## src/rtl/sm_input_filter.sv

```systemverilog
// sm_input_filter: multi-channel input conditioner.
// Per channel: SYNC_STAGES-deep synchroniser, run-time programmable stability
// counter (stable_len, 0 treated as 1), and registered one-cycle rise/fall strobes.
// Optional sticky change flags are built when SM_INPUT_FILTER_EVT_EN is defined;
// otherwise evt_flags/evt_any are tied to 0 and evt_clr is ignored.
module sm_input_filter #(
  parameter int unsigned      WIDTH       = 8,
  parameter int unsigned      SYNC_STAGES = 2,
  parameter int unsigned      CNT_W       = 4,
  parameter logic [WIDTH-1:0] RESET_VAL   = '0
) (
  input  logic             clk,
  input  logic             rst_n,
  input  logic [WIDTH-1:0] d,
  input  logic [CNT_W-1:0] stable_len,
  output logic [WIDTH-1:0] q,
  output logic [WIDTH-1:0] rise,
  output logic [WIDTH-1:0] fall,
  input  logic [WIDTH-1:0] evt_clr,
  output logic [WIDTH-1:0] evt_flags,
  output logic             evt_any
);

  localparam logic [CNT_W:0] ONE_W = 1;

  logic [WIDTH-1:0] sync_q [SYNC_STAGES];
  logic [WIDTH-1:0] s;
  logic [CNT_W-1:0] cnt      [WIDTH];
  logic [CNT_W-1:0] cnt_nxt  [WIDTH];
  logic [CNT_W:0]   cnt_inc  [WIDTH];
  logic [CNT_W:0]   len_eff;
  logic [WIDTH-1:0] q_nxt;
  logic [WIDTH-1:0] rise_nxt;
  logic [WIDTH-1:0] fall_nxt;

  assign s = sync_q[SYNC_STAGES-1];

  // A zero length behaves as one; one extra bit keeps cnt+1 from wrapping.
  assign len_eff = (stable_len == '0) ? ONE_W : {1'b0, stable_len};

  // Synchroniser chain: plain flop-to-flop, no logic between stages
  always_ff @(posedge clk) begin
    if (!rst_n) begin
      for (int unsigned i = 0; i < SYNC_STAGES; i++) begin
        sync_q[i] <= RESET_VAL;
      end
    end else begin
      sync_q[0] <= d;
      for (int unsigned i = 1; i < SYNC_STAGES; i++) begin
        sync_q[i] <= sync_q[i-1];
      end
    end
  end

  // Stability qualification: count consecutive mismatch cycles, accept at L
  always_comb begin
    q_nxt    = q;
    rise_nxt = '0;
    fall_nxt = '0;
    for (int unsigned i = 0; i < WIDTH; i++) begin
      cnt_inc[i] = {1'b0, cnt[i]} + ONE_W;
      cnt_nxt[i] = '0;
      if (s[i] != q[i]) begin
        if (cnt_inc[i] >= len_eff) begin
          q_nxt[i]    = s[i];
          rise_nxt[i] = s[i];
          fall_nxt[i] = ~s[i];
        end else begin
          cnt_nxt[i] = cnt_inc[i][CNT_W-1:0];
        end
      end
    end
  end

  // Filtered level, counters and edge strobes
  always_ff @(posedge clk) begin
    if (!rst_n) begin
      q    <= RESET_VAL;
      rise <= '0;
      fall <= '0;
      for (int unsigned i = 0; i < WIDTH; i++) begin
        cnt[i] <= '0;
      end
    end else begin
      q    <= q_nxt;
      rise <= rise_nxt;
      fall <= fall_nxt;
      for (int unsigned i = 0; i < WIDTH; i++) begin
        cnt[i] <= cnt_nxt[i];
      end
    end
  end

`ifdef SM_INPUT_FILTER_EVT_EN
  logic [WIDTH-1:0] flags_q;

  // Sticky change flags; a new event in the same cycle as a clear wins
  always_ff @(posedge clk) begin
    if (!rst_n) begin
      flags_q <= '0;
    end else begin
      flags_q <= (flags_q & ~evt_clr) | rise | fall;
    end
  end

  assign evt_flags = flags_q;
  assign evt_any   = |flags_q;
`else
  logic evt_clr_unused;
  assign evt_clr_unused = ^evt_clr;
  assign evt_flags      = '0;
  assign evt_any        = 1'b0;
`endif

endmodule
```

## config.mk

```make
export PLATFORM = sky130hd
export DESIGN_NAME = sm_input_filter
export DESIGN_NICKNAME = d
export VERILOG_FILES = /design/src/rtl/sm_input_filter.sv
export SDC_FILE = /design/constraint.sdc
export NUM_CORES = 1
export LEC_CHECK = 0
export ABC_AREA = 1
export BUFFER_PORTS_ARGS = -buffer_cell sky130_fd_sc_hd__buf_2
export CAP_MARGIN = 20
export CORE_UTILIZATION = 57
export CTS_CLUSTER_SIZE = 25
export DETAILED_ROUTE_END_ITERATION = 16
export GPL_TIMING_DRIVEN = 0
export PLACE_DENSITY = 0.9
export SLEW_MARGIN = 20
export SYNTH_ARGS = -nofsm -noshare
export SYNTH_HDL_FRONTEND = slang
export SYNTH_SLANG_ARGS = --single-unit
export TNS_END_PERCENT = 100
```

## constraint.sdc

```tcl
create_clock -name clk -period 2.2 [get_ports clk]
set_clock_uncertainty 0.15 [all_clocks]
set_input_delay 0.44 -clock clk [delete_from_list [all_inputs] [get_ports clk]]
set_output_delay 0.44 -clock clk [all_outputs]
set_load 0.02 [all_outputs]
```

# After elaboration in Yosys (flattened, before gate mapping)

Memories as Yosys holds them, arrays and structs flattened.
Index checks and enable logic that the tools add are counted.

Output and inout bits: 33
Memories kept: 2
Memory bits (writable): 48
Logic and storage cells: 114
Flip-flop bits (word level): 24

Magnitude comparators: 8
Muxes and demuxes: 29
Add/sub/neg operators: 8
Reduce and logical (&&, ||, !) cells: 17
Bitwise operators: 18
Equal/unequal tests: 8

Memories:

| memory | depth | bits a word | rd ports | clocked after Yosys merged registers in | wr ports | line | source |
|---|---|---|---|---|---|---|---|
| cnt    | 8     | 4           | 8        | 0                                       | 8        | 28   | `logic [CNT_W-1:0] cnt [WIDTH];` |
| sync_q | 2     | 8           | 2        | 0                                       | 2        | 26   | `logic [WIDTH-1:0] sync_q [SYNC_STAGES];` |

Operators with widths:

| cell                  | number |
|---|---|
| $mux W4               | 25 |
| $add A4 B1 Y5 const B | 8 |
| $ge A5 B4 Y1          | 8 |
| $reduce_and A3 Y1     | 8 |
| $mux W8               | 2 |
| $reduce_and A2 Y1     | 8 |
| $or A1 B1 Y1          | 10 |
| $ne A1 B1 Y1          | 8 |
| $not A1 Y1            | 8 |
| $logic_not A4 Y1      | 1 |
| $mux W1               | 2 |

# Longest topological paths before layout

Gate-level depths: netlist of the first run.

Depth in word-level cells: 6
Mapped depth: 11
Gate-level depth less buffers: 11

# Worst setup path before layout of the first run

No wires, ideal clock.

Kind: input port to flip-flop
Start: input port stable_len[2]
End: register q[1]
Data required time: 1,986 ps
Slack: 313 ps
Buffers on the path: 0
Cell stages on the path: 10
Arrival time: 1,673 ps
Setup time: 64 ps
Cell sequence: inv_1 a31o_2 ha_1 inv_1 nand2_1 nand3_1 nand3_2 nand2_1 nand2_1 nor2_1

Cells in the longest elaborated chain, start to end: 4

Ends and longest elaborated chain:

| element                         | line | source |
|---|---|---|
| from (decl)                     | 15   | `input logic [CNT_W-1:0] stable_len,` |
| $logic_not A4 Y1                | 39   | `assign len_eff = (stable_len == '0) ? ONE_W : {1'b0, stable_len};` |
| $mux W4 (*)                     | 39   |  |
| $ge A5 B4 Y1 (*)                | 64   | `if (cnt_inc[i] >= len_eff) begin` |
| $reduce_and A2 Y1 (no line) (*) | -    |  |
| to (signal assigned)            | 85   | `q <= q_nxt;` |
| to (decl)                       | 16   | `output logic [WIDTH-1:0] q,` |

Every way passes the cells marked *; elsewhere a longest branch is shown, timed or not.
A chain may end at the register's enable or synchronous reset.

==> reports/qor.yml, run 1 <==
final_layout:
  final_common_cell: "inv_1"
  finalInstanceArea_um2: 4283
  antennaDiodeCount: 0
  drive_gt1_frac: 0.2454
  nets: 546
  syn2layout_area_growth_pct: 17.83
  mostFrequentLayoutCells: "89 x inv_1, 81 x nand2_1, 71 x dfxtp_1"
  postLayoutCoreUtil: 0.7108
sta:
  clock.fmax_mhz: 474.7
  min_period_ns: 2.107
  slew_violations: 0
  setup_slack_ns: 0.09322
  setup_viol: 0
  hold_viol: 0
  setup_tns_ns: 0
  fin_crit_sh: 0.9576
  holdWs_ns: 0.1091
global_route:
  first_global_vias: 2712
  antenna_found_initial: 0
  grt_pass1_wl_um: 11870
  grt_max_degree: 13
  track_usage: 0.2413
  grt-ovfl-total: 0
setup_path:
  rrSetupSlack_ns: 0.09
  crit_fanout: 7
  worstSetupEndpointType: "register"
  required_ns: 2.34
  arrival_ns: 2.25
  timing.rr.start: "cnt[1][4]$_SDFF_PP0_"
  r2r_cells: 11
  startpoint: "cnt[1][4]$_SDFF_PP0_"
  start_kind: "register"
  crit_type: "reg2reg"
  r2r_end: "q[5]$_SDFFE_PN0P_"
logic_synthesis:
  synth_top_family_by_area: "simple AND/OR/NAND/NOR gates"
  synthMuxAreaShare: 0
  ys.flop_type: "dfxtp_1"
  synth_compound_area_frac: 0.05886
  synth_area_um2: 3635
  post_synth.cell_area_avg_um2: 8.473
  synth-simple-area-share: 0.2475
  yosys_warnings: 0
  synthAdderAreaFrac: 0.1377
  synth_cell_type_count: 23
  synth-xor-area-share: 0.03855
  synth_edf_count: 0
  ys_async_sr_fraction: 0
  synth_cells: 429
  ys_seq_elements: 72
  synth_seq_area_share: 0.3966
floorplanning:
  row_count: 28
  core_area_um2: 6026
  io_pins: 55
  start_util: 0.6032
  die_x_um: 81.86
  die_area_um2: 6700
  die_y_um: 81.86
power:
  p_per_area_nw_per_um2: 702.7
  leakage_uw: 0.002329
  peakVddDrop_mv: 0.5840
place:
  dp_hpwl_um: 5028
  pre_cts_ws_ns: -0.2001
  port_buffers: 36
  place_area_um2: 3939
  place.gp.congestion: 0.7872
clocking:
  clock-sinks: 72
  cts_tree: "built"
  numCtsBuffers: 9
  cts.clk_slew.worst_paths_ns: 0.07
  clk_path_buf_depth: 2
  clock_latency_ns: 0.35
  root_buffer: "clkbuf_8"
  cts_max_level: 3
  hold_buffers: 0
worst_hold_path:
  worstHoldEndpoint: "sync_q[0][2]$_SDFF_PN0_"
  hold_path.class: "in2reg"
  hold_path_depth: 3
  min_from: "d[2]"
drt:
  ant_nets: 0
  wl_per_cell_um: 13.43
  viasPerCell: 5.039
  finalWirelength_um: 7576
  dr.pass1.iters: 4
  num_vias: 2842
  drc_errors: 0
  drt_iter0_markers: 153
run:
  max-cap-violations: 0
run_status:
  status: "completed"
[cell usage after synthesis, drive strengths merged (6+ instances only)]
cell type	number	area share
nor3	18	0.050
nor3b	6	0.021
a21oi	12	0.037
ha	40	0.14
dfxtp	72	0.40
o21ai	8	0.017
xnor2	6	0.014
nor2	32	0.033
inv	91	0.095
nand3	38	0.061
nand2	81	0.084
xor2	10	0.024
buf	12	0.024
[logic make-up (layout without fill, tap and decap cells)]
kind of cell,count (synthesis),in the layout
simple gates,175,175
buf+inv,103,155
flops,72,72
fa+ha+maj,40,40
compound gates,22,22
xor+xnor,16,16
other cells,1,9
[worst max-delay path: stages, from the launching register on]
cell and delay [ns]:
dfxtp_1 0.37, ha_1 0.28, xnor2_2 0.23, inv_1 0.08, ha_1 0.31, nand2_1 0.10, inv_1 0.05, nand3_1 0.11
nand3_4 0.13, nand2_1 0.10, nand2_1 0.05, nor2_1 0.09
[area by class of cell]
cell class | instances | area, um^2
Multi-Input combinational cell | 262 | 1873
Fill cell | 416 | 1743
Sequential cell | 72 | 1443
Inverter | 91 | 350.3
Timing Repair Buffer | 36 | 180.2
Clock buffer | 11 | 151.4
Clock inverter | 5 | 102.6
Tap cell | 75 | 93.84
Buffer | 12 | 88.84
[timing repair]
action / CTS / global route
buffers inserted: 0 / 0
endpoints found under the setup margin: 0 / 23
gates resized for setup: 0 / 14
[power by group]
group | switching, uW | total, uW | leakage [uW] | internal (uW)
combinational | 203 | 320 | 0.00162 | 118
clock | 493 | 1310 | 0.000126 | 813
sequential | 41.4 | 1380 | 0.000586 | 1340
total | 737 | 3010 | 0.00233 | 2270
[worst max-delay path by stage]
| stage | endpoint | cells past startpoint |
|---|---|---|
| 6_report | q[5]$_SDFFE_PN0P_ | 11 |
| 5_1_grt | q[5]$_SDFFE_PN0P_ | 11 |
| 4_1_cts | q[1]$_SDFFE_PN0P_ | 11 |
| 3_5_place_dp | q[1]$_SDFFE_PN0P_ | 11 |
| 3_3_place_gp | q[3]$_SDFFE_PN0P_ | 11 |
| 2_1_floorplan | q[1]$_SDFFE_PN0P_ | 10 |
[flip-flops by register name (all words and copies together), names as in the netlist]
register,cells
cnt,32
sync_q,16
fall,8
q,8
rise,8
[layer usage]
metal | track usage | part of all wire | vias up
li1 | - | - | 1432
met1 | 0.2575 | 0.41 | 1328
met2 | 0.4339 | 0.53 | 61
met3 | 0.05222 | 0.042 | 21
met4 | 0.1404 | 0.025 | 0
met5 | 0 | 0 | -
[per-stage QoR]
| stage | instances | total power, uW |
|---|---|---|
| 5_1_grt | 564 | 3107 |
| 4_1_cts | 564 | 3015 |
| 3_3_place_gp | 548 | 1693 |
| 6_report | 564 | 3010 |
| 2_1_floorplan | 437 | 1634 |
| 3_5_place_dp | 548 | 1716 |
Power figures use the tool's default switching activity.
==> run 2, diff against run 1 <==
--- a/config.mk
+++ b/config.mk
@@ -8,11 +8,11 @@
 export ABC_AREA = 1
 export BUFFER_PORTS_ARGS = -buffer_cell sky130_fd_sc_hd__buf_2
 export CAP_MARGIN = 20
-export CORE_UTILIZATION = 57
+export CORE_UTILIZATION = 50
 export CTS_CLUSTER_SIZE = 25
 export DETAILED_ROUTE_END_ITERATION = 16
 export GPL_TIMING_DRIVEN = 0
-export PLACE_DENSITY = 0.9
+export PLACE_DENSITY = 0.81
 export SLEW_MARGIN = 20
 export SYNTH_ARGS = -nofsm -noshare
 export SYNTH_HDL_FRONTEND = slang
==> constraint.sdc (replaced) <==
create_clock -name clk -period 2.69 [get_ports clk]
set_clock_uncertainty 0.15 [all_clocks]
set_input_delay 0.538 -clock clk [delete_from_list [all_inputs] [get_ports clk]]
set_output_delay 0.538 -clock clk [all_outputs]
set_load 0.005 [all_outputs]
==> run 2 against run 1 <==
Register-to-register slack better by 0.44 ns. Combinational power down 29%. Critical path depth unchanged. Sequential share of layout area up 0.87 points. Critical path type unchanged. Largest cell class unchanged. Largest power group unchanged. Highest routed layer unchanged.
==> reports/qor.yml, run 2 (synthesis gave the netlist of run 1 again) <==
clocking:
  root_buffer: "clkbuf_8"
  clock_latency_ns: 0.35
  post_cts_buffers: 0
  hold_buffers: 0
  clk_path_buf_depth: 2
  cts_tree: "built"
  cts_resized: 0
  cts.clk_slew.worst_paths_ns: 0.08
  numCtsBuffers: 9
  clock-sinks: 72
  cts_max_level: 3
sta:
  setup_tns_ns: 0
  slew_violations: 0
  clock.fmax_mhz: 462.6
  min_period_ns: 2.162
  fin_crit_sh: 0.8036
  hold_viol: 0
  rsz0062_at_grt: "false"
  setup_viol: 0
floorplanning:
  die_area_um2: 7614
  row_count: 30
  die_y_um: 87.26
  core_area_um2: 6907
  io_pins: 55
  start_util: 0.5263
  die_x_um: 87.26
global_route:
  antenna_found_initial: 0
  first_global_vias: 2672
  grt_max_degree: 14
  track_usage: 0.1991
  met2_usage: 0.3473
  grt_pass1_wl_um: 11600
  grt-ovfl-total: 0
  grt_use_met3: 0.05687
  use_met1: 0.2296
  busiest_layer: "met2"
run_status:
  status: "completed"
power:
  clock_power_share: 0.389
  seqPwrFrac: 0.509
  peakVddDrop_mv: 0.3540
  comb_power_share: 0.102
  p_sw_frac: 0.2591
  p_per_area_nw_per_um2: 531.9
  p_int_uw: 1644
  p_sw_uw: 574.9
  leakage_uw: 0.002303
setup_path:
  arrival_ns: 2.30
  worstSetupEndpointType: "register"
  crit_type: "reg2reg"
  rrSetupSlack_ns: 0.53
  start_kind: "register"
  crit_fanout: 7
  required_ns: 2.83
final_layout:
  reg.largest.list: "cnt x32, sync_q x16"
  seqCellArea_um2: 1441
  fill_cells: 598
  nets: 546
  syn2layout_area_growth_pct: 14.77
  final_cells: 585
  multi_input_area_um2: 1788
  mostFrequentLayoutCells: "90 x inv_1, 81 x nand2_1, 72 x dfxtp_1"
  largest_register: "cnt"
  antennaDiodeCount: 0
  largest_reg_flops: 32
  drive_gt1_frac: 0.2249
  final_common_cell: "inv_1"
  postLayoutCoreUtil: 0.6040
place:
  placedCellCount: 569
  dp_hpwl_um: 4812
  place.gp.congestion: 0.7737
  port_buffers: 36
drt:
  drt_iter0_markers: 114
  num_vias: 2750
  viasPerCell: 4.701
  drc_errors: 0
  finalWirelength_um: 6644
  dr.pass1.iters: 4
  wl_per_cell_um: 11.36
  ant_nets: 0
worst_hold_path:
  hold_path.class: "in2reg"
run:
  max-cap-violations: 0
[run 2: cell count changes in the layout (fill, tap and decap cells not counted), sizes merged]
cell,before,now
clkbuf,11,10
inv,90,91
clkinv,1,4
clkinvlp,2,1
bufinv,3,1
[run 2: area by class of cell]
| class | instances | area share |
|---|---|---|
| Buffer | 12 | 0.02130 |
| Sequential cell | 72 | 0.3455 |
| Clock inverter | 6 | 0.01650 |
| Tap cell | 96 | 0.02879 |
| Timing Repair Buffer | 36 | 0.04319 |
| Inverter | 91 | 0.08308 |
| Clock buffer | 10 | 0.03299 |
| Multi-Input combinational cell | 262 | 0.4286 |
[run 2: final timing paths]
| kind | startpoint | end | cells after the start |
|---|---|---|---|
| worst min-delay path | d[1] | sync_q[0][1]$_SDFF_PN0_ | 3 |
| worst max register to register | cnt[1][8]$_SDFF_PP0_ | q[6]$_SDFFE_PN0P_ | 11 |
| worst min register to register | sync_q[0][2]$_SDFF_PN0_ | sync_q[0][10]$_SDFF_PN0_ | 2 |
| worst max-delay path | cnt[1][8]$_SDFF_PP0_ | q[6]$_SDFFE_PN0P_ | 11 |
[run 2: worst max-delay path, cell delays in order, from the launching register on]
cell and delay [ns]:
dfxtp_1 0.35, ha_1 0.24, xnor2_1 0.27, inv_1 0.10, ha_1 0.32, nand2_1 0.07
nand2_1 0.05, nand2_1 0.06, nand3_2 0.19, nand2_1 0.14, nand2_1 0.07, nor2_1 0.09
[run 2: layer usage]
| layer | vias to the layer above | part of all wire | wire length (um) |
|---|---|---|---|
| li1 | 1423 | - | - |
| met3 | 11 | 0.037 | 245 |
| met4 | 0 | 0.015 | 101 |
| met5 | - | 0 | 0 |
| met1 | 1265 | 0.44 | 2956 |
| met2 | 51 | 0.50 | 3341 |
[run 2: power by group through the flow]
stage | Sequential (uW) | Clock [uW] | Combinational, uW
2_1_floorplan | 1150 | 0 | 165
3_3_place_gp | 1150 | 0 | 212
3_5_place_dp | 1150 | 0 | 224
4_1_cts | 1130 | 886 | 227
5_1_grt | 1130 | 933 | 259
6_report | 1130 | 863 | 226
[run 2: stage by stage]
step	setup WS (ns)	hold slack (ns)	instance area (um^2)	total power, uW
floorplan	0.7049	0.2405	3665	1315
global placement	0.2702	0.2432	3965	1364
detailed placement	0.1795	0.2529	3965	1379
CTS	0.5376	0.1975	4172	2244
global route	0.3685	0.2096	4172	2327
finish	0.5283	0.2187	4172	2219
==> run 3, diff against run 2 <==
--- a/config.mk
+++ b/config.mk
@@ -12,7 +12,7 @@
 export CTS_CLUSTER_SIZE = 25
 export DETAILED_ROUTE_END_ITERATION = 16
 export GPL_TIMING_DRIVEN = 0
-export PLACE_DENSITY = 0.81
+export PLACE_DENSITY = 0.84
 export SLEW_MARGIN = 20
 export SYNTH_ARGS = -nofsm -noshare
 export SYNTH_HDL_FRONTEND = slang
==> constraint.sdc (replaced) <==
create_clock -name clk -period 1.8 [get_ports clk]
set_clock_uncertainty 0.15 [all_clocks]
set_input_delay 0.36 -clock clk [delete_from_list [all_inputs] [get_ports clk]]
set_output_delay 0.36 -clock clk [all_outputs]
set_load 0.005 [all_outputs]
==> run 3 against run 2 <==
The flow now finishes with violations (setup timing). Global-route usage is 3.4 points higher. Combinational power up 120%. Worst hold slack worse by 0.19 ns. Critical path depth fell by 1. Sequential cell count unchanged. Non-clock buffer count is 42 higher. Die area unchanged. First-iteration DRC count down 4.4%. Count of clock-buffer cells in the layout unchanged. Clock power up 54%. Register-to-register slack got worse by 0.62 ns. Fmax grew 14%. Highest routed layer unchanged.
==> reports/qor.yml, run 3 (synthesis gave the netlist of run 1 again) <==
floorplanning:
  die_x_um: 87.26
  row_count: 30
  die_area_um2: 7614
  die_y_um: 87.26
  io_pins: 55
  core_area_um2: 6907
  start_util: 0.5263
drt:
  drt_iter0_markers: 109
  viasPerCell: 4.925
  ant_nets: 0
  dr.pass1.iters: 4
  drc_errors: 0
  num_vias: 3088
  wl_per_cell_um: 15.47
  finalWirelength_um: 9700
sta:
  setup_slack_ns: -0.09601
  slew_violations: 0
  fin_crit_sh: 1.053
  clock.fmax_mhz: 527.4
  rsz0062_at_grt: "true"
  setup_viol: 15
  min_period_ns: 1.896
  hold_viol: 0
final_layout:
  drive_gt1_frac: 0.5330
  syn2layout_area_growth_pct: 45.37
  final_cells: 627
  largest_register: "cnt"
  finalInstanceArea_um2: 5284
  final_common_cell: "inv_1"
  nets: 588
  mostFrequentLayoutCells: "71 x inv_1, 52 x nand2_1, 49 x buf_4, 49 x dfxtp_1, 38 x buf_2"
  antennaDiodeCount: 0
  reg.largest.list: "cnt x32, sync_q x16"
  largest_reg_flops: 32
clocking:
  numCtsBuffers: 9
  root_buffer: "clkbuf_8"
  cts_max_level: 3
  cts_tree: "built"
  clk_path_buf_depth: 2
  hold_buffers: 0
  cts.clk_slew.worst_paths_ns: 0.08
  clock_latency_ns: 0.36
  clock-sinks: 72
place:
  dp_hpwl_um: 4978
  place_area_um2: 4041
  placedCellCount: 569
  port_buffers: 36
  place.gp.congestion: 0.8170
global_route:
  busiest_layer: "met2"
  use_met1: 0.2444
  grt_pass1_wl_um: 13370
  grt_use_met3: 0.05877
  first_global_vias: 3005
  grt_max_degree: 14
  antenna_found_initial: 0
  grt-ovfl-total: 0
  track_usage: 0.2330
  met2_usage: 0.4453
power:
  peakVddDrop_mv: 0.5419
  p_per_area_nw_per_um2: 663.5
  leakage_uw: 0.002514
setup_path:
  critPathTopFamily: "adder cells"
  critPathSlowestCell: "dfxtp_4"
  path_common_cell: "ha_4"
  crit_type: "reg2reg"
  start_kind: "register"
  worstPathCellList: "ha_4 -> xnor2_4 -> inv_2 -> ha_4 -> nand2_1 -> inv_1 -> nand3_2 -> nand3_4 -> buf_4 -> nor3_2"
  cp_slowest_stage_delay_ns: 0.37
  worstSetupEndpointType: "register"
  arrival_ns: 1.98
  crit_buf_inv: 3
  crit_fanout: 7
  required_ns: 1.88
run_status:
  failed_checks: "setup timing"
  status: "finished, violations left"
worst_hold_path:
  hold_path.class: "in2reg"
run:
  max-cap-violations: 0
==> run 3: cell types whose count changed in the layout (fill, tap and decap cells not counted), moves of 13 or more <==
cell,change
buf_4,+40
nand2_1,-29
nand2_2,+26
dfxtp_1,-23
ha_1,-20
ha_4,+20
inv_1,-19
inv_2,+16
nand3_1,-16
dfxtp_4,+13
==> run 3: path summary, 6_finish.rpt <==
path                                               from                      end  slack (ns)  cells after the start
worst max-delay path               cnt[1][0]$_SDFF_PP0_     cnt[1][3]$_SDFF_PP0_        -0.1                     10
worst min-delay path                               d[7]  sync_q[0][7]$_SDFF_PN0_        0.03                      3
worst max register to register     cnt[1][0]$_SDFF_PP0_     cnt[1][3]$_SDFF_PP0_        -0.1                     10
worst min register to register  sync_q[0][0]$_SDFF_PN0_  sync_q[0][8]$_SDFF_PN0_        0.26                      2
==> run 3: through the flow <==
stage / setup TNS, ns / util / setup slack [ns] / total power [uW] / hold WS, ns
finish: -0.6099 / 0.7650 / -0.09601 / 3506 / 0.02853
global route: -2.166 / 0.7650 / -0.1588 / 3643 / 0.02078
CTS: -0.01543 / 0.6832 / -0.01082 / 3428 / 0.02338
detailed placement: -18.64 / 0.5851 / -0.4282 / 2068 / 0.2485
global placement: -16.02 / 0.5851 / -0.3681 / 2045 / 0.2425
floorplan: -0.005036 / - / -0.005036 / 1971 / 0.2405
==> run 3: layout make-up <==
cell class	count	area (um^2)
timing repair buffer	78	503.0
clock buffer	10	137.6
fill	445	1623
clock inverter	6	67.56
sequential	72	1503
multi-input combinational	262	2506
tap	96	120.1
buffer	12	88.84
inverter	91	357.8
==> run 3: power by group <==
part	total [uW]	internal (uW)	switching (uW)
clock network	1330	682	643
logic	494	214	281
registers	1690	1630	57.8
total	3510	2520	982
==> run 3: metal layers <==
metal	part of all wire	routed length, um
met3	0.045	435
met1	0.36	3501
met2	0.54	5251
met4	0.053	510
met5	0	0
==> run 3: timing repair <==
item / CTS / global route
resized for setup: 76 / 90
pin swaps: 31 / 45
setup buffers: 21 / 21
setup endpoints to repair: 56 / 54
==> run 3: worst reg2reg max path: cells and delay by family (launching register included) <==
family	cells	cell delay, ns
adder cells (fa/ha/maj)	2	0.46
buffers and inverters	3	0.31
flip-flops	1	0.37
XOR/XNOR	1	0.15
AND/OR/NAND/NOR	4	0.35
